<file path="src/rtl/cnn_pkg.sv">
// Shared types and tap-index helpers for the 3x3 convolution stage.
package cnn_pkg;

  localparam int PIX_W = 8;
  localparam int WGT_W = 8;
  localparam int ACC_W = 21;

  typedef enum logic [2:0] {IDLE, LOAD_W, FETCH, EMIT, FIN} state_t;

  typedef logic        [PIX_W-1:0] pix_t;
  typedef logic signed [WGT_W-1:0] wgt_t;
  typedef logic signed [ACC_W-1:0] acc_t;

  // Window row/column of tap k (k = ky*3 + kx); values past 8 are don't-care.
  function automatic logic [1:0] tap_row(input logic [3:0] k);
    if (k < 4'd3)      return 2'd0;
    else if (k < 4'd6) return 2'd1;
    else               return 2'd2;
  endfunction

  function automatic logic [1:0] tap_col(input logic [3:0] k);
    case (k)
      4'd0, 4'd3, 4'd6: return 2'd0;
      4'd1, 4'd4, 4'd7: return 2'd1;
      default:          return 2'd2;
    endcase
  endfunction

endpackage

</file>
<file path="src/rtl/cnn_mac.sv">
// Signed weight x unsigned pixel accumulator with ReLU, arithmetic shift and
// saturation of the running sum to an 8-bit feature value.
module cnn_mac
  import cnn_pkg::*;
#(
  parameter int SHIFT = 4
)(
  input  logic clk,
  input  logic reset,
  input  logic clr,
  input  logic en,
  input  wgt_t wgt,
  input  pix_t pix,
  output pix_t feat
);

  logic signed [16:0] wgt_ext;
  logic signed [16:0] pix_ext;
  logic signed [16:0] prod;
  acc_t               acc_reg;
  acc_t               shifted;

  assign wgt_ext = {{(17-WGT_W){wgt[WGT_W-1]}}, wgt};
  assign pix_ext = {{(17-PIX_W){1'b0}}, pix};
  assign prod    = wgt_ext * pix_ext;

  always_ff @(posedge clk or negedge reset) begin
    if (!reset) begin
      acc_reg <= '0;
    end else if (clr) begin
      acc_reg <= '0;
    end else if (en) begin
      acc_reg <= acc_reg + ACC_W'(prod);
    end
  end

  assign shifted = acc_reg >>> SHIFT;

  // A non-negative sum with any bit set above the feature width saturates.
  always_comb begin
    feat = '0;
    if (acc_reg[ACC_W-1])
      feat = '0;
    else if (|shifted[ACC_W-1:PIX_W])
      feat = '1;
    else
      feat = shifted[PIX_W-1:0];
  end

endmodule

</file>
<file path="src/rtl/cnn_conv3x3.sv">
// Valid 3x3 convolution over an image held in a one-cycle-latency memory;
// loads nine weights, then streams one feature per output pixel.
module cnn_conv3x3
  import cnn_pkg::*;
#(
  parameter int IMG_W    = 16,
  parameter int IMG_H    = 16,
  parameter int AW       = 9,
  parameter int W_BASE   = 0,
  parameter int IMG_BASE = 16,
  parameter int SHIFT    = 4
)(
  input  logic          clk,
  input  logic          reset,
  input  logic          start,
  output logic          busy,
  output logic          done,
  output logic [AW-1:0] mem_addr,
  output logic          mem_rd,
  input  logic [7:0]    mem_rdata,
  output logic          out_valid,
  input  logic          out_ready,
  output logic [7:0]    out_data,
  output logic          out_last
);

  localparam int XW = $clog2(IMG_W);
  localparam int YW = $clog2(IMG_H);
  localparam logic [3:0] TAPS = 4'd9;

  state_t        state_reg;
  logic [3:0]    cnt_reg;
  logic [3:0]    rd_idx_reg;
  logic          rd_valid_reg;
  logic [XW-1:0] ox_reg;
  logic [YW-1:0] oy_reg;
  wgt_t          wgt_arr [0:8];
  logic [31:0]   pix_off;
  logic          last_pix;
  logic          mac_clr;
  logic          mac_en;
  pix_t          feat;

  assign last_pix = (ox_reg == XW'(IMG_W-3)) && (oy_reg == YW'(IMG_H-3));

  always_ff @(posedge clk or negedge reset) begin
    if (!reset) begin
      state_reg <= IDLE;
      cnt_reg   <= '0;
      ox_reg    <= '0;
      oy_reg    <= '0;
    end else begin
      case (state_reg)
        IDLE: begin
          if (start) begin
            state_reg <= LOAD_W;
            cnt_reg   <= '0;
          end
        end
        LOAD_W: begin
          if (cnt_reg == TAPS) begin
            state_reg <= FETCH;
            cnt_reg   <= '0;
            ox_reg    <= '0;
            oy_reg    <= '0;
          end else begin
            cnt_reg <= cnt_reg + 4'd1;
          end
        end
        // cnt 0..8 issue reads; cnt 9 is the drain cycle for the last datum
        FETCH: begin
          if (cnt_reg == TAPS)
            state_reg <= EMIT;
          else
            cnt_reg <= cnt_reg + 4'd1;
        end
        EMIT: begin
          if (out_ready) begin
            if (last_pix) begin
              state_reg <= FIN;
            end else begin
              state_reg <= FETCH;
              cnt_reg   <= '0;
              if (ox_reg == XW'(IMG_W-3)) begin
                ox_reg <= '0;
                oy_reg <= oy_reg + YW'(1);
              end else begin
                ox_reg <= ox_reg + XW'(1);
              end
            end
          end
        end
        FIN:     state_reg <= IDLE;
        default: state_reg <= IDLE;
      endcase
    end
  end

  // Tag each read so the returning datum knows which tap it belongs to.
  always_ff @(posedge clk or negedge reset) begin
    if (!reset) begin
      rd_valid_reg <= 1'b0;
      rd_idx_reg   <= '0;
    end else begin
      rd_valid_reg <= mem_rd;
      rd_idx_reg   <= cnt_reg;
    end
  end

  genvar gi;
  for (gi = 0; gi < 9; gi++) begin : g_wgt
    wgt_t w_reg;
    always_ff @(posedge clk or negedge reset) begin
      if (!reset)
        w_reg <= '0;
      else if (state_reg == LOAD_W && rd_valid_reg && rd_idx_reg == 4'(gi))
        w_reg <= wgt_t'(mem_rdata);
    end
    assign wgt_arr[gi] = w_reg;
  end

  assign pix_off = (32'(oy_reg) + 32'(tap_row(cnt_reg))) * 32'(IMG_W)
                 + 32'(ox_reg) + 32'(tap_col(cnt_reg));

  always_comb begin
    mem_rd   = 1'b0;
    mem_addr = '0;
    if (state_reg == LOAD_W && cnt_reg < TAPS) begin
      mem_rd   = 1'b1;
      mem_addr = AW'(W_BASE) + AW'(cnt_reg);
    end else if (state_reg == FETCH && cnt_reg < TAPS) begin
      mem_rd   = 1'b1;
      mem_addr = AW'(IMG_BASE) + pix_off[AW-1:0];
    end
  end

  assign mac_clr = (state_reg == FETCH) && (cnt_reg == 4'd0);
  assign mac_en  = (state_reg == FETCH) && rd_valid_reg;

  cnn_mac #(
    .SHIFT (SHIFT)
  ) u_mac (
    .clk   (clk),
    .reset (reset),
    .clr   (mac_clr),
    .en    (mac_en),
    .wgt   (wgt_arr[rd_idx_reg]),
    .pix   (mem_rdata),
    .feat  (feat)
  );

  assign busy      = (state_reg == LOAD_W) || (state_reg == FETCH) || (state_reg == EMIT);
  assign done      = (state_reg == FIN);
  assign out_valid = (state_reg == EMIT);
  assign out_last  = (state_reg == EMIT) && last_pix;
  assign out_data  = (state_reg == EMIT) ? feat : 8'd0;

endmodule

</file>
<file path="config.mk">
export PLATFORM = sky130hd
export DESIGN_NAME = cnn_conv3x3
export DESIGN_NICKNAME = d
export VERILOG_FILES = /design/src/rtl/cnn_pkg.sv /design/src/rtl/cnn_mac.sv /design/src/rtl/cnn_conv3x3.sv
export SDC_FILE = /design/constraint.sdc
export NUM_CORES = 1
export LEC_CHECK = 0
export CORE_MARGIN = 2
export CORE_UTILIZATION = 55
export CTS_CLUSTER_DIAMETER = 200
export DETAILED_ROUTE_END_ITERATION = 8
export PLACE_DENSITY = 0.75
export SYNTH_ARGS = -nofsm -noshare
export SYNTH_HDL_FRONTEND = slang
export SYNTH_HIERARCHICAL = 1
export SYNTH_SLANG_ARGS = --single-unit
</file>
<file path="constraint.sdc">
create_clock -name clk -period 11.45 [get_ports clk]
set_input_delay 3.435 -clock clk [delete_from_list [all_inputs] [get_ports clk]]
set_output_delay 3.435 -clock clk [all_outputs]
set_load 0.005 [all_outputs]
</file>
==> flow_summary.toml <==
[setup_path]
max_stage_delay_ps = 910
worstPathArrival_ps = 8600
r2r_start = "rd_idx_reg[0]"
critPathMaxFanout = 17
rrSetupSlack_ps = 4620
cp_slowest_cell = "clkdlybuf4s50_1"
cp_top_family = "adder cells"
r2r_cells = 19
path_buf_inv = 2
critPathCaptureType = "flip-flop"
critPathKind = "in -> reg"
r2r_end = "u_mac/acc_reg[20]"
path_cells = "clkdlybuf4s50_1 > nand2_1 > fa_1 > fa_1 > inv_1 > fa_1 > fa_1 > fa_1 > ha_1 > o211ai_1 > a21oi_2 > o21ai_1 > a21oi_2 > nand4_1 > or3b_1"
start_kind = "input port"
path_common_cell = "fa_1"
critPathRequiredTime_ps = 11740

[finish]
num_antenna_cells = 0
nets = 989
area_growth_pct = 13.7
drive_gt1_share_pct = 16.8
finish.instance_area_sq_um = 9950
largest_reg_flops = 72
fillers = 1278

[clocking]
h-tree-depth = 4
clock_path_buffers = 2
post_cts_buffers = 0
cts_hold_buf = 0
cts_resized = 0
clock_sinks = 113
cts.clk_slew.worst_paths_ps = 60
numCtsBuffers = 17
cts_tree = "built"
insertion_delay_ps = 420
cts_root_buf = "clkbuf_16"

[synthesis]
synth_warnings = 6
yosys.area.top_type = "dfrtp_1"
ys_seq_area_share_pct = 32.3
synth_flop_cell = "dfrtp_1"
ys_types = 64
synth_seq_cells = 113
synth_edf_count = 0
netlist_instances = 818
netlist.area_leader.share_pct = 32.3
synth.net_count = 958
netlist_area_sq_um = 8760
synth.area.top_cells = "dfrtp_1 32%, fa_1 12%, ha_1 11%, mux2_2 9.5%, mux4_2 4.1%"
synthArstFlopShare_pct = 100
syn-mean-instance-area_sq_um = 10.7

[sta]
fin_ws_ps = 3140
worst_slew_pin_slew_ps = 1140
hold_viol = 0
drv_slew = 0
fin_skew_ps = 10.9
tns_ps = 0
finalSetupViolCount = 0
post-route-period-util_pct = 72.6
maxSlewHeadroom_pct = 23.8
period_needed_ps = 8310
max_freq_mhz = 120
rsz0062_at_grt = "no"

[placed_design]
pre_cts_slack_ps = 2750
postPlaceCellArea_sq_um = 9280
dp_hpwl_microns = 13200
gp_congestion = 0.844
port_buffers = 33

[pwr]
total_power_mw = 2.77
p_leak_nw = 4.74
p_per_area_nw_per_um2 = 278
vdd_drop_max_v = 0.000196

[run]
cap_violations = 0

[worst_hold_path]
holdCritStartpoint = "g_wgt[6].w_reg[7]"
holdPathEnd = "g_wgt[6].w_reg[7]"
hold_depth = 1
min_path_type = "reg -> reg"

[drt]
wl_per_cell_microns = 17.4
drc = 0
drt_iter0_drc = 347
via_per_inst = 5.70
drtAntennaViolNets = 0
dr_total_vias = 6141
drt-pass1-iter-count = 4
wl_microns = 18700

[floorplanning]
core_sq_um = 15700
std_cell_rows = 46
pin_count = 34
dieArea_sq_um = 16900
fp.dieH_microns = 130
chipWidth_microns = 130
start_util_pct = 55.7

[grt]
antenna_found_initial = 0
grt_overflow_total = 0
grt_max_degree = 58
grt_pass1_vias = 6264
grt.total_usage_pct = 24.1
grt_pass1_wl_microns = 31400

[run_status]
status = "finished clean"
-- cell type report --
type	instances	area, sq um	area share, %
Tap cell	216	270	2.71
Inverter	91	342	3.43
Timing Repair Buffer	38	365	3.67
Clock inverter	11	198	1.99
Multi-Input combinational cell	588	5470	55.0
Clock buffer	21	480	4.83
Sequential cell	113	2830	28.4
-- how the worst max path moves through the flow --
| stage | start | endpoint | slack, ps | depth (start not counted) |
|---|---|---|---|---|
| 6_report | mem_rdata[4] | u_mac/acc_reg[20] | 3140 | 15 |
| 5_1_grt | mem_rdata[5] | u_mac/acc_reg[20] | 2900 | 17 |
| 4_1_cts | mem_rdata[5] | u_mac/acc_reg[20] | 3170 | 17 |
| 3_5_place_dp | mem_rdata[5] | u_mac/acc_reg[20] | 2750 | 17 |
| 3_3_place_gp | mem_rdata[1] | u_mac/acc_reg[20] | 2860 | 15 |
| 2_1_floorplan | mem_rdata[0] | u_mac/acc_reg[20] | 3820 | 14 |
-- synthesized netlist by cell type (8+ instances only) --
master      n
o22ai_1    12
o21ai_0    17
nand3_1     9
dfrtp_1   113
nor2_1     47
clkbuf_1   17
buf_2       8
nand2b_1   15
and2_1     41
ha_1       75
a21oi_1    35
mux2i_1    12
inv_1      90
a22oi_1    10
mux4_2     16
nand2_1    50
fa_1       53
mux2_2     74
o211ai_1    9
xnor2_1    18
-- placed cells by master (no fill, tap or decap), types with 9 or more instances in the layout --
cell type / n
ha_1: 75
mux2_2: 74
nor2_1: 47
clkdlybuf4s50_1: 32
a21oi_1: 35
xnor2_1: 18
o21ai_0: 17
dfrtp_1: 113
and2_1: 41
nand2b_1: 15
o22ai_1: 12
clkbuf_16: 17
inv_1: 90
nand3_1: 9
nand2_1: 50
mux4_2: 16
o211ai_1: 9
fa_1: 53
mux2i_1: 12
a22oi_1: 10
-- report_power, final --
part | internal, mW | switching [mW] | leakage [nW]
logic | 0.721 | 0.900 | 2.96
clock network | 0.411 | 0.192 | 0.330
registers | 0.468 | 0.0772 | 1.45
-- routing by layer --
metal / share of wire, % / vias up / GRT usage [%]
li1: - / 2903 / -
met1: 42 / 3073 / 31.8
met2: 51 / 147 / 40.5
met3: 5.5 / 18 / 5.17
met4: 1.2 / 0 / 6.45
met5: 0 / - / 0
-- metrics by stage --
stage	std cells	utilization, %	hold WS [ps]
5_1_grt	1078	63.4	516
3_3_place_gp	1046	59.0	483
2_1_floorplan	818	-	352
3_5_place_dp	1046	59.0	488
4_1_cts	1078	63.4	501
6_report	1078	63.4	496
-- cell families after synthesis --
family          after synthesis  share of synthesized area (%)
flops                       113                           32.3
mux                         102                           15.0
buf+inv                     117                           5.22
compound gates              119                           8.69
fa+ha+maj                   128                           22.8
xor+xnor                     20                           2.00
simple gates                219                           14.0
Note: power is estimated with default switching activity, not from simulation.
